<file path="config.mk">
export PLATFORM = sky130hd
export DESIGN_NAME = spi_controller
export DESIGN_NICKNAME = d
export VERILOG_FILES = /design/src/rtl/spi_controller.sv
export SDC_FILE = /design/constraint.sdc
export NUM_CORES = 1
export LEC_CHECK = 0
export CAP_MARGIN = 10
export CORE_ASPECT_RATIO = 1.25
export CORE_MARGIN = 2
export CORE_UTILIZATION = 25
export CTS_CLUSTER_SIZE = 24
export DETAILED_ROUTE_END_ITERATION = 6
export DONT_BUFFER_PORTS = 1
export PLACE_DENSITY = 0.47
export SETUP_SLACK_MARGIN = 0.05
export SLEW_MARGIN = 20
export SYNTH_ARGS = -nofsm -noshare
export SYNTH_HDL_FRONTEND = slang
export SYNTH_SLANG_ARGS = --single-unit
</file>
<file path="constraint.sdc">
create_clock -name clk -period 4 [get_ports clk]
set_clock_uncertainty 0.05 [all_clocks]
set_input_delay 0.8 -clock clk [delete_from_list [all_inputs] [get_ports clk]]
set_output_delay 0.8 -clock clk [all_outputs]
set_load 0.005 [all_outputs]
</file>
<file path="src/rtl/spi_controller.sv">
// SPI mode-0 initiator for 16-bit register-write frames {R/W, addr[6:0], data[7:0]}, MSB first.
// Define SPI_CONTROLLER_READBACK_EN to capture CIPO into rsp_data on read frames.
module spi_controller #(
  parameter int unsigned HALF_PERIOD = 4,
  parameter int unsigned GAP_CYCLES  = 4
) (
  input  logic       clk,
  input  logic       rst_n,
  input  logic       req_valid,
  output logic       req_ready,
  input  logic       req_write,
  input  logic [6:0] req_addr,
  input  logic [7:0] req_data,
  output logic       done,
  output logic       nCS,
  output logic       SCLK,
  output logic       COPI,
  input  logic       CIPO,
  output logic       rsp_valid,
  output logic [7:0] rsp_data
);

  typedef enum logic [2:0] {
    ST_IDLE,
    ST_SETUP,
    ST_SHIFT,
    ST_HOLD,
    ST_GAP
  } state_e;

  localparam logic [7:0] H_LOAD = 8'(HALF_PERIOD - 1);
  localparam logic [7:0] G_LOAD = 8'(GAP_CYCLES - 1);

  state_e      state_q, state_d;
  logic [7:0]  cnt_q, cnt_d;
  logic [3:0]  bit_q, bit_d;
  logic [14:0] shift_q, shift_d;
  logic        ncs_q, ncs_d;
  logic        sclk_q, sclk_d;
  logic        copi_q, copi_d;
  logic        done_q, done_d;
  logic        cnt_zero;

  assign cnt_zero  = (cnt_q == '0);
  assign req_ready = (state_q == ST_IDLE);
  assign nCS       = ncs_q;
  assign SCLK      = sclk_q;
  assign COPI      = copi_q;
  assign done      = done_q;

`ifdef SPI_CONTROLLER_READBACK_EN
  logic       cipo_meta_q, cipo_sync_q;
  logic       rd_q, rd_d;
  logic [7:0] rx_q, rx_d;
  logic       rsp_valid_q, rsp_valid_d;
  logic [7:0] rsp_data_q, rsp_data_d;

  assign rsp_valid = rsp_valid_q;
  assign rsp_data  = rsp_data_q;
`else
  logic unused_cipo;

  assign unused_cipo = CIPO;
  assign rsp_valid   = 1'b0;
  assign rsp_data    = '0;
`endif

  always_comb begin
    state_d = state_q;
    cnt_d   = cnt_q;
    bit_d   = bit_q;
    shift_d = shift_q;
    ncs_d   = ncs_q;
    sclk_d  = sclk_q;
    copi_d  = copi_q;
    done_d  = 1'b0;
`ifdef SPI_CONTROLLER_READBACK_EN
    rd_d        = rd_q;
    rx_d        = rx_q;
    rsp_valid_d = 1'b0;
    rsp_data_d  = rsp_data_q;
`endif
    if (!cnt_zero) cnt_d = cnt_q - 8'd1;

    unique case (state_q)
      ST_IDLE: begin
        if (req_valid) begin
          shift_d = {req_addr, req_data};
          copi_d  = req_write;
          ncs_d   = 1'b0;
          sclk_d  = 1'b0;
          bit_d   = '0;
          cnt_d   = H_LOAD;
          state_d = ST_SETUP;
`ifdef SPI_CONTROLLER_READBACK_EN
          rd_d = ~req_write;
          rx_d = '0;
`endif
        end
      end
      ST_SETUP: begin
        if (cnt_zero) begin
          sclk_d  = 1'b1;
          cnt_d   = H_LOAD;
          state_d = ST_SHIFT;
        end
      end
      ST_SHIFT: begin
        if (cnt_zero) begin
          cnt_d = H_LOAD;
          if (sclk_q) begin
            sclk_d = 1'b0;
`ifdef SPI_CONTROLLER_READBACK_EN
            if (rd_q && bit_q[3]) rx_d = {rx_q[6:0], cipo_sync_q};
`endif
            // The low half after bit 15 is the HOLD phase; COPI keeps the last bit.
            if (bit_q == 4'd15) begin
              state_d = ST_HOLD;
            end else begin
              copi_d  = shift_q[14];
              shift_d = {shift_q[13:0], 1'b0};
              bit_d   = bit_q + 4'd1;
            end
          end else begin
            sclk_d = 1'b1;
          end
        end
      end
      ST_HOLD: begin
        if (cnt_zero) begin
          ncs_d   = 1'b1;
          copi_d  = 1'b0;
          done_d  = 1'b1;
          cnt_d   = G_LOAD;
          state_d = ST_GAP;
`ifdef SPI_CONTROLLER_READBACK_EN
          rsp_valid_d = rd_q;
          if (rd_q) rsp_data_d = rx_q;
`endif
        end
      end
      ST_GAP: begin
        if (cnt_zero) state_d = ST_IDLE;
      end
      default: state_d = ST_IDLE;
    endcase
  end

  always_ff @(posedge clk or negedge rst_n) begin
    if (!rst_n) begin
      state_q <= ST_IDLE;
      cnt_q   <= '0;
      bit_q   <= '0;
      shift_q <= '0;
      ncs_q   <= 1'b1;
      sclk_q  <= 1'b0;
      copi_q  <= 1'b0;
      done_q  <= 1'b0;
    end else begin
      state_q <= state_d;
      cnt_q   <= cnt_d;
      bit_q   <= bit_d;
      shift_q <= shift_d;
      ncs_q   <= ncs_d;
      sclk_q  <= sclk_d;
      copi_q  <= copi_d;
      done_q  <= done_d;
    end
  end

`ifdef SPI_CONTROLLER_READBACK_EN
  always_ff @(posedge clk or negedge rst_n) begin
    if (!rst_n) begin
      cipo_meta_q <= 1'b0;
      cipo_sync_q <= 1'b0;
      rd_q        <= 1'b0;
      rx_q        <= '0;
      rsp_valid_q <= 1'b0;
      rsp_data_q  <= '0;
    end else begin
      cipo_meta_q <= CIPO;
      cipo_sync_q <= cipo_meta_q;
      rd_q        <= rd_d;
      rx_q        <= rx_d;
      rsp_valid_q <= rsp_valid_d;
      rsp_data_q  <= rsp_data_d;
    end
  end
`endif

endmodule

</file>
==> key figures <==
Detailed routing
  – Post-route ant nets: 0
  – 1st-pass router iterations: 2
  – WL final: 3570 microns
  – Residual DRC: 0
  – Wire per inst: 13.6 microns
  – Iter 0 DRT Violations: 51
  – Via count: 1147
  – Vias per cell: 4.36

Worst setup path
  – Critical Setup Path Class: flip-flop to flip-flop
  – Worst setup EP type: flip-flop
  – CP Launch Type: flip-flop
  – CP required: 4130 ps
  – Crit path cell chain: inv_1 -> ha_1 -> nor3b_1 -> and2_4 -> inv_4 -> o21ai_4 -> mux2_2
  – CP peak stage delay: 560 ps
  – CP Max Fanout: 17
  – Slowest CP cell: o21ai_4
  – Crit path DAT: 2650 ps

Timing
  – Final number of setup-violating endpoints: 0
  – Fin Hold WS: 151 ps
  – Final Hold Fails: 0
  – Peak Freq: 397 MHz
  – Worst-margin pin slew: 751 ps
  – RSZ-0062 raised after global routing: false
  – Rel. slew slack: 49.2%
  – Tmin final: 2520 ps
  – Final slew viol count: 0
  – Final worst setup slack: 1480 ps
  – Post-route setup TNS: 0 ps
  – Final period util: 63.0%

Clocking
  – Clk slew on worst S/H paths: 70 ps
  – H-tree depth: 2
  – CTS sink cnt: 34
  – Hold buffers post-CTS: 0
  – CTS Buffer Depth: 2
  – Clk_lat worst skew: 290 ps
  – Post-CTS setup buffer count: 0
  – TritonCTS buffer count: 5
  – Post-CTS Resized: 0
  – CTS tree: yes
  – Root Driver: clkbuf_8

Finish
  – Nets: 194
  – Register area: 852 sq um
  – Finished Layout Cells: 263
  – Multi-input logic area: 943 sq um
  – Share of post-route cells with drive strength above 1: 26.9%
  – Area Growth Syn to Fin: 7.02%
  – # diodes: 0
  – Fillers: 764

Logic synthesis
  – Post-synth EDFFs: 0
  – Top_reg_cell synth: dfrtp_1
  – Yosys Warn Count: 0
  – Synth top area share: 43.3%
  – Post-synth top area cell: dfrtp_1
  – Main combinational cell family by area after synthesis: multiplexers
  – Avg Inst Size Synth: 11.3 sq um
  – Cell count after synthesis: 169
  – Async set-or-reset flop fraction in the synthesized netlist: 100%
  – Distinct cells, synth: 44
  – Synth area leaders: dfrtp_1, mux2_2, mux2_4
  – Post-synthesis xor/xnor area fraction: 2.75%
  – Simple-gate portion of the synthesized area: 15.3%
  – Adder-Cell Fraction of Synth Area: 2.62%
  – Synthesis-stage register bit count: 34
  – Netlist Area Pre-Place: 1910 sq um
  – Sequential-to-total area share from yosys stat: 44.7%
  – Post-synthesis compound-gate area fraction: 7.48%
  – Post-synthesis mux area share: 19.5%

Floorplan
  – DIE AREA: 8350 sq um
  – DIE WIDTH: 82.1 microns
  – Core area: 7400 sq um
  – Die Y: 102 microns
  – Initial Util: 25.8%
  – I/O Pins: 34
  – Row cnt: 35

Place
  – Pre-CTS WS: 1500 ps
  – Input/output buffers: 0
  – Post-DP HPWL: 2450 microns
  – Placer congestion estimate: 0.700
  – Post-Place Cells: 255

Pwr
  – Flop pwr share: 44.5%
  – Pint: 955 uW
  – Pwr dens: 721 nW/um^2
  – Psw: 518 uW
  – Peak VDD IR: 0.285 mV
  – Gate power share: 37.7%
  – Clk pwr share: 17.8%
  – Switching share of power: 35.2%
  – Leak: 0.000861 uW
  – Pwr Total: 1470 uW

GRT
  – Tot GR Track Use: 9.64%
  – Grt total ovfl: 0
  – Vias in the first global route: 1198
  – Global-route wire length before repair: 6010 microns
  – Initial antenna violation count: 0
  – Largest net degree at the start of global routing: 35

Min path
  – Hold Path Class: input pin to asynchronous set/reset pin

Job
  – Max_cap viols: 0

Outcome
  – Status: completed
==> worst paths after layout <==
check                      slack (ps)               start                endpoint  depth (start not counted)
max in group asynchronous        3570               rst_n         nCS$_DFFE_PN1P_                          0
hold / removal                    150               rst_n      cnt_q[4]$_DFF_PN0_                          0
setup / recovery                 1480  cnt_q[1]$_DFF_PN0_  shift_q[2]$_DFFE_PN0P_                          7
setup reg to reg                 1480  cnt_q[1]$_DFF_PN0_  shift_q[2]$_DFFE_PN0P_                          7
hold reg to reg                   430     nCS$_DFFE_PN1P_         nCS$_DFFE_PN1P_                          2
min in group clk                  430     nCS$_DFFE_PN1P_         nCS$_DFFE_PN1P_                          2
==> cell type report <==
cell class	count	area share [%]
multi-input combinational	120	46.2
sequential	34	41.7
tap	92	5.64
clock buffer	7	4.23
inverter	8	1.59
timing repair buffer	1	0.368
clock inverter	1	0.245
==> sequential cells by signal (all words and copies together) (netlist names) <==
signal   count
nCS          1
cnt_q        8
state_q      3
shift_q     15
SCLK         1
COPI         1
bit_q        4
done         1
==> through the flow <==
step           utilization (%)  area (sq um)
2_1_floorplan                -          1940
5_1_grt                   27.6          2040
3_3_place_gp              26.4          1950
6_report                  27.6          2040
3_5_place_dp              26.4          1950
4_1_cts                   27.6          2040
==> critical path: cells and delay by family, from the launching register on <==
family	cells	cell delay [ps]
compound gates	1	560
fa+ha+maj	1	140
mux	1	400
simple gates	2	640
buf+inv	2	190
flops	1	420
==> power by group through the flow <==
stage	clock network (uW)	registers [uW]	logic, uW
floorplan	0	597	531
global placement	0	660	556
detailed placement	0	663	565
CTS	273	657	566
global route	288	683	625
finish	263	655	555
==> routing by layer <==
metal | track usage (%) | wire length (microns) | part of all wire, % | vias up
met5 | 0 | 0 | 0 | -
met4 | 4.23 | 67 | 1.9 | 0
met3 | 3.92 | 232 | 6.5 | 8
met2 | 14.8 | 1670 | 47 | 26
met1 | 11.8 | 1600 | 45 | 543
li1 | - | - | - | 570
==> logic make-up (layout without fill, tap and decap cells) <==
| group | Yosys count | after routing |
|---|---|---|
| AOI/OAI and AO/OA | 19 | 19 |
| xor gates and xnor gates | 6 | 6 |
| adders and majority gates | 4 | 4 |
| buffers and inverters | 23 | 17 |
| DFF | 34 | 34 |
| muxes | 31 | 31 |
| other | 1 | 9 |
| and+or+nand+nor | 51 | 51 |
==> placed cells by master, fill, tap and decap left out, types with 2 or more instances in the layout <==
cell type  instances
conb_1             9
mux2_2            22
ha_1               4
nor3_1             6
nor2b_1            2
dfrtp_1           33
o211ai_1           2
inv_1              7
nand3b_1           3
xor2_1             4
mux2_4             7
xnor2_1            2
o21ai_0            4
nand2_1           13
nand3_1            4
nor2_1            11
mux2i_1            2
clkbuf_8           6
a21oi_1            4
==> cell usage after synthesis (2+ instances only) <==
cell type  number
nand3b_1        3
o21ai_0         4
inv_1           7
mux2_4          7
o211ai_1        2
xnor2_1         2
clkbuf_1        4
nor3_1          6
a21oi_1         4
nor2_1         11
dfrtp_1        33
ha_1            4
mux2i_1         2
nand3_1         4
mux2_2         22
nor2b_1         2
nand2_1        13
buf_4          10
xor2_1          4
Note: power is estimated with default switching activity, not from simulation.
